$ cat src/rtl/riscv_mem_pkg.sv
// Shared data-memory definitions: funct3 width codes,
// LSU state encoding and access classification helpers.
package riscv_mem_pkg;

    localparam logic [2:0] F3_B  = 3'd0;
    localparam logic [2:0] F3_H  = 3'd1;
    localparam logic [2:0] F3_W  = 3'd2;
    localparam logic [2:0] F3_BU = 3'd4;
    localparam logic [2:0] F3_HU = 3'd5;

    typedef enum logic [1:0] {
        S_IDLE,
        S_ACCESS,
        S_SPLIT,
        S_RESP
    } lsu_state_t;

    function automatic logic is_misaligned(
        input logic [2:0] f3,
        input logic [1:0] lo
    );
        logic m;
        m = 1'b0;
        unique case (1'b1)
            (f3 == F3_H),
            (f3 == F3_HU): m = lo[0];
            (f3 == F3_W):  m = (lo != 2'b00);
            default:       m = 1'b0;
        endcase
        return m;
    endfunction

    // Unsigned widths have no store form.
    function automatic logic is_illegal(
        input logic [2:0] f3,
        input logic       we
    );
        return (f3 == 3'd3) || (f3[2:1] == 2'b11) ||
               (we && (f3 == F3_BU || f3 == F3_HU));
    endfunction

endpackage

$ cat src/rtl/load_store_unit_if.sv
// Request, response and data-memory signals of the
// load/store unit, seen from the unit (slave) or its peers.
interface load_store_unit_if #(
    parameter int ADDR_WIDTH = 32,
    parameter int DATA_WIDTH = 32
) ();

    logic                  req_valid;
    logic                  req_ready;
    logic                  req_we;
    logic [2:0]            req_func3;
    logic [ADDR_WIDTH-1:0] req_addr;
    logic [DATA_WIDTH-1:0] req_wdata;

    logic                  rsp_valid;
    logic                  rsp_ready;
    logic [DATA_WIDTH-1:0] rsp_rdata;
    logic                  rsp_misaligned;
    logic                  rsp_err;

    logic                  mem_we;
    logic [2:0]            mem_func3;
    logic [ADDR_WIDTH-1:0] mem_addr;
    logic [DATA_WIDTH-1:0] mem_wdata;
    logic [DATA_WIDTH-1:0] mem_rdata;

    modport slave (
        input  req_valid, req_we, req_func3,
        input  req_addr, req_wdata,
        output req_ready,
        output rsp_valid, rsp_rdata,
        output rsp_misaligned, rsp_err,
        input  rsp_ready,
        output mem_we, mem_func3,
        output mem_addr, mem_wdata,
        input  mem_rdata
    );

    modport master (
        output req_valid, req_we, req_func3,
        output req_addr, req_wdata,
        input  req_ready,
        input  rsp_valid, rsp_rdata,
        input  rsp_misaligned, rsp_err,
        output rsp_ready,
        input  mem_we, mem_func3,
        input  mem_addr, mem_wdata,
        output mem_rdata
    );

endinterface

$ cat src/rtl/load_extend.sv
// Sign/zero extension of an LSB-aligned load word
// according to its funct3 width code.
module load_extend
    import riscv_mem_pkg::*;
(
    input  logic [31:0] word,
    input  logic [2:0]  func3,
    output logic [31:0] result
);

    always_comb begin
        result = 32'd0;
        unique case (1'b1)
            (func3 == F3_B):
                result = {{24{word[7]}}, word[7:0]};
            (func3 == F3_H):
                result = {{16{word[15]}}, word[15:0]};
            (func3 == F3_W):
                result = word;
            (func3 == F3_BU):
                result = {24'd0, word[7:0]};
            (func3 == F3_HU):
                result = {16'd0, word[15:0]};
            default:
                result = 32'd0;
        endcase
    end

endmodule

$ cat src/rtl/load_store_unit.sv
// Data-memory initiator: aligned accesses go out in one
// cycle, misaligned ones are split into byte accesses.
module load_store_unit
    import riscv_mem_pkg::*;
#(
    parameter int ADDR_WIDTH = 32,
    parameter int DATA_WIDTH = 32,
    parameter int BYTE_WIDTH = 8
) (
    input logic              clk,
    input logic              rst,
    load_store_unit_if.slave bus
);

    lsu_state_t            state_q;
    logic                  we_q;
    logic [2:0]            f3_q;
    logic [DATA_WIDTH-1:0] wdata_q;
    logic [1:0]            cnt_q;
    logic [1:0]            last_q;
    logic [DATA_WIDTH-1:0] asm_q;
    logic [DATA_WIDTH-1:0] asm_next;
    logic [DATA_WIDTH-1:0] ext;
    logic [1:0]            nxt;

    assign nxt = cnt_q + 2'd1;

    // Assembly including the byte being read this cycle.
    always_comb begin
        asm_next = asm_q;
        asm_next[int'(cnt_q)*BYTE_WIDTH +: BYTE_WIDTH] =
            bus.mem_rdata[BYTE_WIDTH-1:0];
    end

    load_extend u_ext (
        .word   (asm_next),
        .func3  (f3_q),
        .result (ext)
    );

    always_ff @(posedge clk or posedge rst) begin
        if (rst) begin
            state_q            <= S_IDLE;
            we_q               <= 1'b0;
            f3_q               <= F3_W;
            wdata_q            <= '0;
            cnt_q              <= 2'd0;
            last_q             <= 2'd0;
            asm_q              <= '0;
            bus.req_ready      <= 1'b1;
            bus.rsp_valid      <= 1'b0;
            bus.rsp_rdata      <= '0;
            bus.rsp_misaligned <= 1'b0;
            bus.rsp_err        <= 1'b0;
            bus.mem_we         <= 1'b0;
            bus.mem_func3      <= F3_W;
            bus.mem_addr       <= '0;
            bus.mem_wdata      <= '0;
        end else begin
            unique case (state_q)
                S_IDLE: if (bus.req_valid) begin
                    we_q          <= bus.req_we;
                    f3_q          <= bus.req_func3;
                    wdata_q       <= bus.req_wdata;
                    bus.req_ready <= 1'b0;
                    if (is_illegal(bus.req_func3, bus.req_we)) begin
                        state_q            <= S_RESP;
                        bus.rsp_valid      <= 1'b1;
                        bus.rsp_err        <= 1'b1;
                        bus.rsp_misaligned <= 1'b0;
                        bus.rsp_rdata      <= '0;
                    end else if (is_misaligned(bus.req_func3,
                                               bus.req_addr[1:0])) begin
                        state_q       <= S_SPLIT;
                        cnt_q         <= 2'd0;
                        last_q        <= (bus.req_func3 == F3_W) ?
                                         2'd3 : 2'd1;
                        asm_q         <= '0;
                        bus.mem_addr  <= bus.req_addr;
                        bus.mem_func3 <= bus.req_we ? F3_B : F3_BU;
                        bus.mem_we    <= bus.req_we;
                        bus.mem_wdata <= DATA_WIDTH'(
                            bus.req_wdata[BYTE_WIDTH-1:0]);
                    end else begin
                        state_q       <= S_ACCESS;
                        bus.mem_addr  <= bus.req_addr;
                        bus.mem_func3 <= bus.req_func3;
                        bus.mem_we    <= bus.req_we;
                        bus.mem_wdata <= bus.req_wdata;
                    end
                end
                S_ACCESS: begin
                    state_q            <= S_RESP;
                    bus.mem_we         <= 1'b0;
                    bus.rsp_valid      <= 1'b1;
                    bus.rsp_err        <= 1'b0;
                    bus.rsp_misaligned <= 1'b0;
                    bus.rsp_rdata      <= we_q ? '0 : bus.mem_rdata;
                end
                S_SPLIT: begin
                    if (!we_q)
                        asm_q <= asm_next;
                    if (cnt_q == last_q) begin
                        state_q            <= S_RESP;
                        bus.mem_we         <= 1'b0;
                        bus.rsp_valid      <= 1'b1;
                        bus.rsp_err        <= 1'b0;
                        bus.rsp_misaligned <= 1'b1;
                        bus.rsp_rdata      <= we_q ? '0 : ext;
                    end else begin
                        cnt_q         <= nxt;
                        bus.mem_addr  <= bus.mem_addr + ADDR_WIDTH'(1);
                        bus.mem_wdata <= DATA_WIDTH'(
                            wdata_q[int'(nxt)*BYTE_WIDTH +: BYTE_WIDTH]);
                    end
                end
                S_RESP: if (bus.rsp_ready) begin
                    state_q       <= S_IDLE;
                    bus.rsp_valid <= 1'b0;
                    bus.req_ready <= 1'b1;
                end
                default: state_q <= S_IDLE;
            endcase
        end
    end

endmodule

$ cat src/flat_wrapper.sv
// flat-port wrapper written by rule: the top's interface ports become plain ports
module load_store_unit_flat import riscv_mem_pkg::*;
#(
    parameter int ADDR_WIDTH = 32,
    parameter int DATA_WIDTH = 32,
    parameter int BYTE_WIDTH = 8
)
  (clk, rst, bus_req_valid, bus_req_we, bus_req_func3, bus_req_addr, bus_req_wdata, bus_req_ready, bus_rsp_valid, bus_rsp_rdata, bus_rsp_misaligned, bus_rsp_err, bus_rsp_ready, bus_mem_we, bus_mem_func3, bus_mem_addr, bus_mem_wdata, bus_mem_rdata);
  load_store_unit_if #(.ADDR_WIDTH(ADDR_WIDTH), .DATA_WIDTH(DATA_WIDTH)) bus_i ();
  input logic clk;
  input logic rst;
  input wire logic [$bits(bus_i.req_valid)-1:0] bus_req_valid;
  input wire logic [$bits(bus_i.req_we)-1:0] bus_req_we;
  input wire logic [$bits(bus_i.req_func3)-1:0] bus_req_func3;
  input wire logic [$bits(bus_i.req_addr)-1:0] bus_req_addr;
  input wire logic [$bits(bus_i.req_wdata)-1:0] bus_req_wdata;
  output wire logic [$bits(bus_i.req_ready)-1:0] bus_req_ready;
  output wire logic [$bits(bus_i.rsp_valid)-1:0] bus_rsp_valid;
  output wire logic [$bits(bus_i.rsp_rdata)-1:0] bus_rsp_rdata;
  output wire logic [$bits(bus_i.rsp_misaligned)-1:0] bus_rsp_misaligned;
  output wire logic [$bits(bus_i.rsp_err)-1:0] bus_rsp_err;
  input wire logic [$bits(bus_i.rsp_ready)-1:0] bus_rsp_ready;
  output wire logic [$bits(bus_i.mem_we)-1:0] bus_mem_we;
  output wire logic [$bits(bus_i.mem_func3)-1:0] bus_mem_func3;
  output wire logic [$bits(bus_i.mem_addr)-1:0] bus_mem_addr;
  output wire logic [$bits(bus_i.mem_wdata)-1:0] bus_mem_wdata;
  input wire logic [$bits(bus_i.mem_rdata)-1:0] bus_mem_rdata;
  assign bus_i.req_valid = bus_req_valid;
  assign bus_i.req_we = bus_req_we;
  assign bus_i.req_func3 = bus_req_func3;
  assign bus_i.req_addr = bus_req_addr;
  assign bus_i.req_wdata = bus_req_wdata;
  assign bus_req_ready = bus_i.req_ready;
  assign bus_rsp_valid = bus_i.rsp_valid;
  assign bus_rsp_rdata = bus_i.rsp_rdata;
  assign bus_rsp_misaligned = bus_i.rsp_misaligned;
  assign bus_rsp_err = bus_i.rsp_err;
  assign bus_i.rsp_ready = bus_rsp_ready;
  assign bus_mem_we = bus_i.mem_we;
  assign bus_mem_func3 = bus_i.mem_func3;
  assign bus_mem_addr = bus_i.mem_addr;
  assign bus_mem_wdata = bus_i.mem_wdata;
  assign bus_i.mem_rdata = bus_mem_rdata;
  load_store_unit #(.ADDR_WIDTH(ADDR_WIDTH), .DATA_WIDTH(DATA_WIDTH), .BYTE_WIDTH(BYTE_WIDTH)) u_core (.clk(clk), .rst(rst), .bus(bus_i));
endmodule
$ cat config.mk
export PLATFORM = sky130hd
export DESIGN_NAME = load_store_unit_flat
export DESIGN_NICKNAME = d
export VERILOG_FILES = /design/src/rtl/riscv_mem_pkg.sv /design/src/rtl/load_store_unit_if.sv /design/src/rtl/load_extend.sv /design/src/rtl/load_store_unit.sv /design/src/flat_wrapper.sv
export SDC_FILE = /design/constraint.sdc
export NUM_CORES = 1
export LEC_CHECK = 0
export CORE_AREA = 2 2 155 142
export CTS_CLUSTER_SIZE = 28
export DETAILED_ROUTE_END_ITERATION = 8
export DIE_AREA = 0 0 157 144
export DONT_BUFFER_PORTS = 1
export RECOVER_POWER = 50
export SETUP_SLACK_MARGIN = 0.05
export SLEW_MARGIN = 30
export SYNTH_ARGS = -nofsm -noshare
export SYNTH_HDL_FRONTEND = slang
export SYNTH_HIERARCHICAL = 1
export SYNTH_SLANG_ARGS = --single-unit
$ cat constraint.sdc
create_clock -name clk -period 18 [get_ports clk]
set_clock_uncertainty 0.2 [all_clocks]
set_input_delay 4.5 -clock clk [delete_from_list [all_inputs] [get_ports clk]]
set_output_delay 4.5 -clock clk [all_outputs]
set_load 0.01 [all_outputs]
==> impl_metrics.json, run 1 <==
{
  "initial_utilization": 0.440,
  "cp_max_fo": 112,
  "cp.arrival_ns": 10.05,
  "crit_family": "buffers and inverters",
  "grt_max_degree": 113,
  "clkTransAtPathRegs_ns": 0.07,
  "synth_most_common_cell": "dfrtp_1",
  "syn_nets": 1022,
  "wl_met2_microns": 10700,
  "htreeDepth": 4,
  "track_usage": 0.218,
  "r2r-start": "u_core/cnt_q[0]",
  "drc": 0,
  "antenna-diode-count": 0,
  "final_cell_area_sq_um": 10100,
  "criticalPathCategory": "in2async",
  "post_cts_buffers": 0,
  "cts_resized": 0,
  "die_area_sq_um": 22600,
  "max_slew_margin": -2.29,
  "cts_root_buf": "clkbuf_16",
  "status": "complete, but fails checks",
  "synth_cell_types": 66,
  "period_minus_slack_ns": 10.54,
  "clk_path_buf_depth": 2,
  "power_density_nw_per_um2": 192,
  "coreArea_sq_um": 21100,
  "syn_avg_cell_area_sq_um": 10.3,
  "r2r_cells": 10,
  "vias": 7080,
  "antenna_left": 0,
  "setup_slack_ns": 7.46,
  "dr.max_layer_used": "met4",
  "first_pass_iters": 5,
  "dp.cells": 1138,
  "placementRows": 51,
  "yosys.area.top_type": "dfrtp_1",
  "yosys_most_used_dff": "dfrtp_1",
  "area_delta_synth_final_pct": 8.23,
  "synth_common_cells": "dfrtp_1, nand2_1, o21ai_0",
  "p_leak_nw": 4.00,
  "cp-end-kind": "asynchronous set/reset pin",
  "startpoint_type": "input port",
  "drt-initial-drc-count": 570,
  "finalSetupViolCount": 0,
  "cpPeakStageDelay_ns": 2.70,
  "cts-buffers-inserted": 17,
  "post-route-period-util": 0.585,
  "crit_required_ns": 17.51,
  "drv_slew": 221,
  "grt_pass1_vias": 6724,
  "layout-drive-gt1-share": 0.124,
  "io_pins": 208,
  "ff2ff_setup_slack_ns": 13.87,
  "netlist_instances": 906,
  "antenna_found_initial": 0,
  "drt-total-wl_microns": 24500,
  "violations": "max-capacitance violations, max-slew violations",
  "tightestPinTransition_ns": 4.91,
  "hold_start": "u_core/asm_q[6]",
  "synth_top_area_share": 0.471,
  "fill_cells": 1938,
  "cpMaxStageDelayCell": "clkbuf_1",
  "viasPerCell": 6.05,
  "path_cells": "clkinvlp_2 > clkbuf_1",
  "ys_seq_elements": 178,
  "die_h_microns": 144,
  "max_freq_mhz": 94.9,
  "grt_pass1_wl_microns": 38400,
  "met3_length_microns": 1830,
  "crit_path_start": "rst",
  "synth-edff-count": 0,
  "synthArstFlopShare": 1.00,
  "clock_latency_ns": 0.43,
  "die_x_microns": 157,
  "layout.nets": 983,
  "fin_cells": 1171,
  "hold_viol": 0,
  "tns_ns": 0,
  "ir_worst_vdd_uv": 98.5,
  "overflow": 0,
  "place_area_sq_um": 9470,
  "netlist_area_sq_um": 9300,
  "hold_depth": 1,
  "cts_sinks": 178,
  "dp_slack_ns": 10.91,
  "min_path_type": "reg2reg",
  "place_hpwl_microns": 16500,
  "hold_end": "u_core/asm_q[6]",
  "cts_tree": "done",
  "worst-path-buf-inv": 2,
  "rsz0062_at_grt": "no",
  "holdBufCountCts": 0,
  "r2r_end": "u_core/bus.rsp_rdata[27]",
  "wl_per_cell_microns": 20.9,
  "yosysWarnings": 6,
  "synth_sequential_area_ratio": 0.479,
  "synthTopCellsByArea": "dfrtp_1, mux2_2, nand2_1",
  "fin_hold_ws_ns": 0.292,
  "place_congestion": 0.793,
  "wl_met1_microns": 11600,
  "io_buffers": 0,
  "maxCapViolCount": 3
}
[routing by layer]
metal | vias to the layer above | track usage
li1 | 3315 | -
met1 | 3513 | 0.327
met2 | 233 | 0.308
met3 | 19 | 0.0599
met4 | 0 | 0.0589
met5 | - | 0
[worst max-delay path by stage]
stage	endpoint	cells past startpoint
finish	u_core/last_q[1]	2
global route	u_core/asm_q[22]	2
CTS	u_core/bus.mem_wdata[21]	5
detailed placement	u_core/bus.mem_wdata[21]	5
global placement	u_core/bus.mem_wdata[8]	5
floorplan	u_core/asm_q[0]	1
[report_power, final]
group          leakage, nW  internal, W  total [W]  switching [W]
Combinational         1.47     0.000320   0.000814       0.000493
Clock                0.282     0.000186   0.000368       0.000181
Sequential            2.25     0.000555   0.000756       0.000201
Total                 4.00      0.00106    0.00194       0.000876
[stage by stage]
| stage | utilization | total power, W |
|---|---|---|
| detailed placement | 0.448 | 0.00157 |
| global placement | 0.448 | 0.00156 |
| floorplan | - | 0.00138 |
| global route | 0.477 | 0.00209 |
| finish | 0.477 | 0.00194 |
| CTS | 0.477 | 0.00194 |
[cell usage in the layout, fill, tap and decap left out, types with 3 or more instances in the layout]
master,netlist,routed
dfrtp_1,175,175
nand2_1,104,104
o21ai_0,77,76
a21oi_1,51,51
inv_1,46,45
mux2_2,37,37
mux2i_1,35,35
o31ai_1,33,33
a22oi_1,33,33
a32o_1,32,32
a22o_1,26,26
nand3_1,21,21
o22ai_1,18,18
clkbuf_16,0,17
nor2_1,15,14
o21ai_1,11,13
ha_1,12,11
nand4_1,10,10
buf_4,4,10
a2bb2oi_1,9,9
mux4_2,8,8
o2bb2ai_1,8,8
and2_1,8,8
inv_6,0,4
clkinv_8,0,4
nor3_1,4,4
and3_1,4,4
nand2b_1,4,4
inv_8,0,3
and4_1,3,3
a21o_1,3,3
dfstp_2,3,3
o21ai_2,4,3
[sequential cells by signal, summed over array words and instances, names as in the netlist]
| register | count |
|---|---|
| u_core/bus.rsp_rdata | 32 |
| u_core/cnt_q | 2 |
| u_core/bus.rsp_err | 1 |
| u_core/bus.mem_addr | 32 |
| u_core/f3_q | 3 |
| u_core/bus.rsp_valid | 1 |
| u_core/we_q | 1 |
| u_core/wdata_q | 32 |
| u_core/bus.mem_func3 | 3 |
| u_core/asm_q | 32 |
| u_core/last_q | 2 |
| u_core/bus.mem_we | 1 |
| u_core/state_q | 2 |
| u_core/bus.req_ready | 1 |
| u_core/bus.rsp_misaligned | 1 |
| u_core/bus.mem_wdata | 32 |
[cells by family after synthesis]
family          share of synthesized area
flops                               0.479
compound gates                      0.243
xor+xnor                          0.00188
buf+inv                            0.0554
mux                                 0.102
fa+ha+maj                          0.0161
simple gates                        0.103
[final cells by class]
type | count | area, sq um | share of cell area
Sequential cell | 178 | 4460 | 0.443
Multi-Input combinational cell | 612 | 4380 | 0.436
Clock buffer | 17 | 425 | 0.0423
Tap cell | 291 | 364 | 0.0362
Inverter | 46 | 174 | 0.0173
Clock inverter | 15 | 166 | 0.0165
Timing Repair Buffer | 12 | 93.8 | 0.00932
Power figures use the tool's default switching activity.
==> run 2: changes to the inputs <==
clock period = 10.63 ns   (was 18 ns; I/O delays follow)
==> impl_metrics.json, run 2 (synthesis results as in run 1) <==
{
  "clk_path_buf_depth": 2,
  "overflow": 0,
  "hold_viol": 0,
  "antenna_found_initial": 0,
  "die_x_microns": 157,
  "p_leak_nw": 4.00,
  "clkTransAtPathRegs_ns": 0.08,
  "crit_required_ns": 10.77,
  "cp.arrival_ns": 6.44,
  "post_cts_buffers": 0,
  "cts-buffers-inserted": 17,
  "track_usage": 0.218,
  "layout-drive-gt1-share": 0.125,
  "finalSetupViolCount": 0,
  "grt_pass1_wl_microns": 38300,
  "layout_commonest_cell": "dfrtp_1",
  "cts_sinks": 178,
  "place_area_sq_um": 9470,
  "startpoint_type": "flop",
  "dp_slack_ns": 5.33,
  "tns_ns": 0,
  "die_area_sq_um": 22600,
  "cts_resized": 0,
  "first_pass_iters": 5,
  "grt_pass1_vias": 6650,
  "tightestPinTransition_ns": 4.89,
  "grt_max_degree": 109,
  "drc": 0,
  "rsz0062_at_grt": "no",
  "ir_worst_vdd_uv": 165,
  "cts_tree": "done",
  "power_density_nw_per_um2": 327,
  "drt-initial-drc-count": 609,
  "cp-end-kind": "flop",
  "maxCapViolCount": 3,
  "drv_slew": 227,
  "final_cell_area_sq_um": 10100,
  "vias": 7035,
  "period_minus_slack_ns": 6.31,
  "max_freq_mhz": 159,
  "antenna-diode-count": 0,
  "drt-total-wl_microns": 24700,
  "placementRows": 51,
  "total_power_w": 0.00329,
  "min_path_type": "reg2reg",
  "violations": "max-capacitance violations, max-slew violations",
  "wl_per_cell_microns": 21.1,
  "status": "complete, but fails checks",
  "htreeDepth": 4,
  "viasPerCell": 6.01,
  "place_congestion": 0.791,
  "max_slew_margin": -2.28,
  "cts_root_buf": "clkbuf_16",
  "clock_latency_ns": 0.43,
  "die_h_microns": 144,
  "area_delta_synth_final_pct": 8.29,
  "criticalPathCategory": "reg2reg",
  "setup_slack_ns": 4.32,
  "layout_common_cells": "dfrtp_1, nand2_1, o21ai_0",
  "place_hpwl_microns": 16500,
  "cp_max_fo": 77,
  "post-route-period-util": 0.593,
  "initial_utilization": 0.440,
  "antenna_left": 0,
  "holdBufCountCts": 0,
  "io_buffers": 0,
  "io_pins": 208,
  "layout.nets": 983,
  "coreArea_sq_um": 21100
}
run 2: cell count changes in the layout (fill, tap and decap cells not counted), sizes merged:
cell / delta
inv: -1
clkinv: +1
run 2: worst max-delay path: stages, from the launching register on:
cell and delay (ns):
dfrtp_1 0.44, inv_1 0.16, ha_4 0.55, clkbuf_1 2.32, inv_1 1.22, o221ai_4 0.47, buf_4 0.56, nand2_1 0.12
o31ai_1 0.10
run 2: layout make-up:
| type | instances | area (sq um) |
|---|---|---|
| clock buffers | 17 | 425 |
| clock inverters | 15 | 166 |
| fillers | 2004 | 11100 |
| inverters | 46 | 174 |
| multi-input cells | 612 | 4390 |
| flip-flops and latches | 178 | 4460 |
| well taps | 291 | 364 |
| repair buffers | 12 | 93.8 |
run 2: power by group:
group          internal (W)  switching [W]  total [W]
combinational      0.000549       0.000841    0.00139
clock              0.000316       0.000308   0.000624
sequential         0.000939       0.000340    0.00128
total               0.00180        0.00149    0.00329
run 2: final timing paths:
check | start | to | slack, ns | depth (start not counted)
max reg2reg | u_core/state_q[0] | u_core/bus.rsp_rdata[4] | 4.32 | 8
min | u_core/asm_q[24] | u_core/asm_q[24] | 0.29 | 1
max in group asynchronous | rst | u_core/wdata_q[13] | 4.67 | 1
max | u_core/state_q[0] | u_core/bus.rsp_rdata[4] | 4.32 | 8
min reg2reg | u_core/asm_q[24] | u_core/asm_q[24] | 0.29 | 1
min in group asynchronous | rst | u_core/bus.rsp_rdata[0] | 3.41 | 1
run 2: stage by stage:
stage | instances | hold WS, ns | util
5_1_grt | 1171 | 0.303 | 0.477
6_report | 1171 | 0.293 | 0.477
2_1_floorplan | 906 | 0.263 | -
3_5_place_dp | 1138 | 0.281 | 0.448
3_3_place_gp | 1138 | 0.273 | 0.448
4_1_cts | 1170 | 0.297 | 0.477
run 2: metal layers:
metal / part of all wire / wire [microns] / global-route usage
met1: 0.47 / 11700 / 0.320
met2: 0.44 / 10800 / 0.305
met3: 0.079 / 1960 / 0.0752
met4: 0.0099 / 244 / 0.0531
met5: 0 / 0 / 0
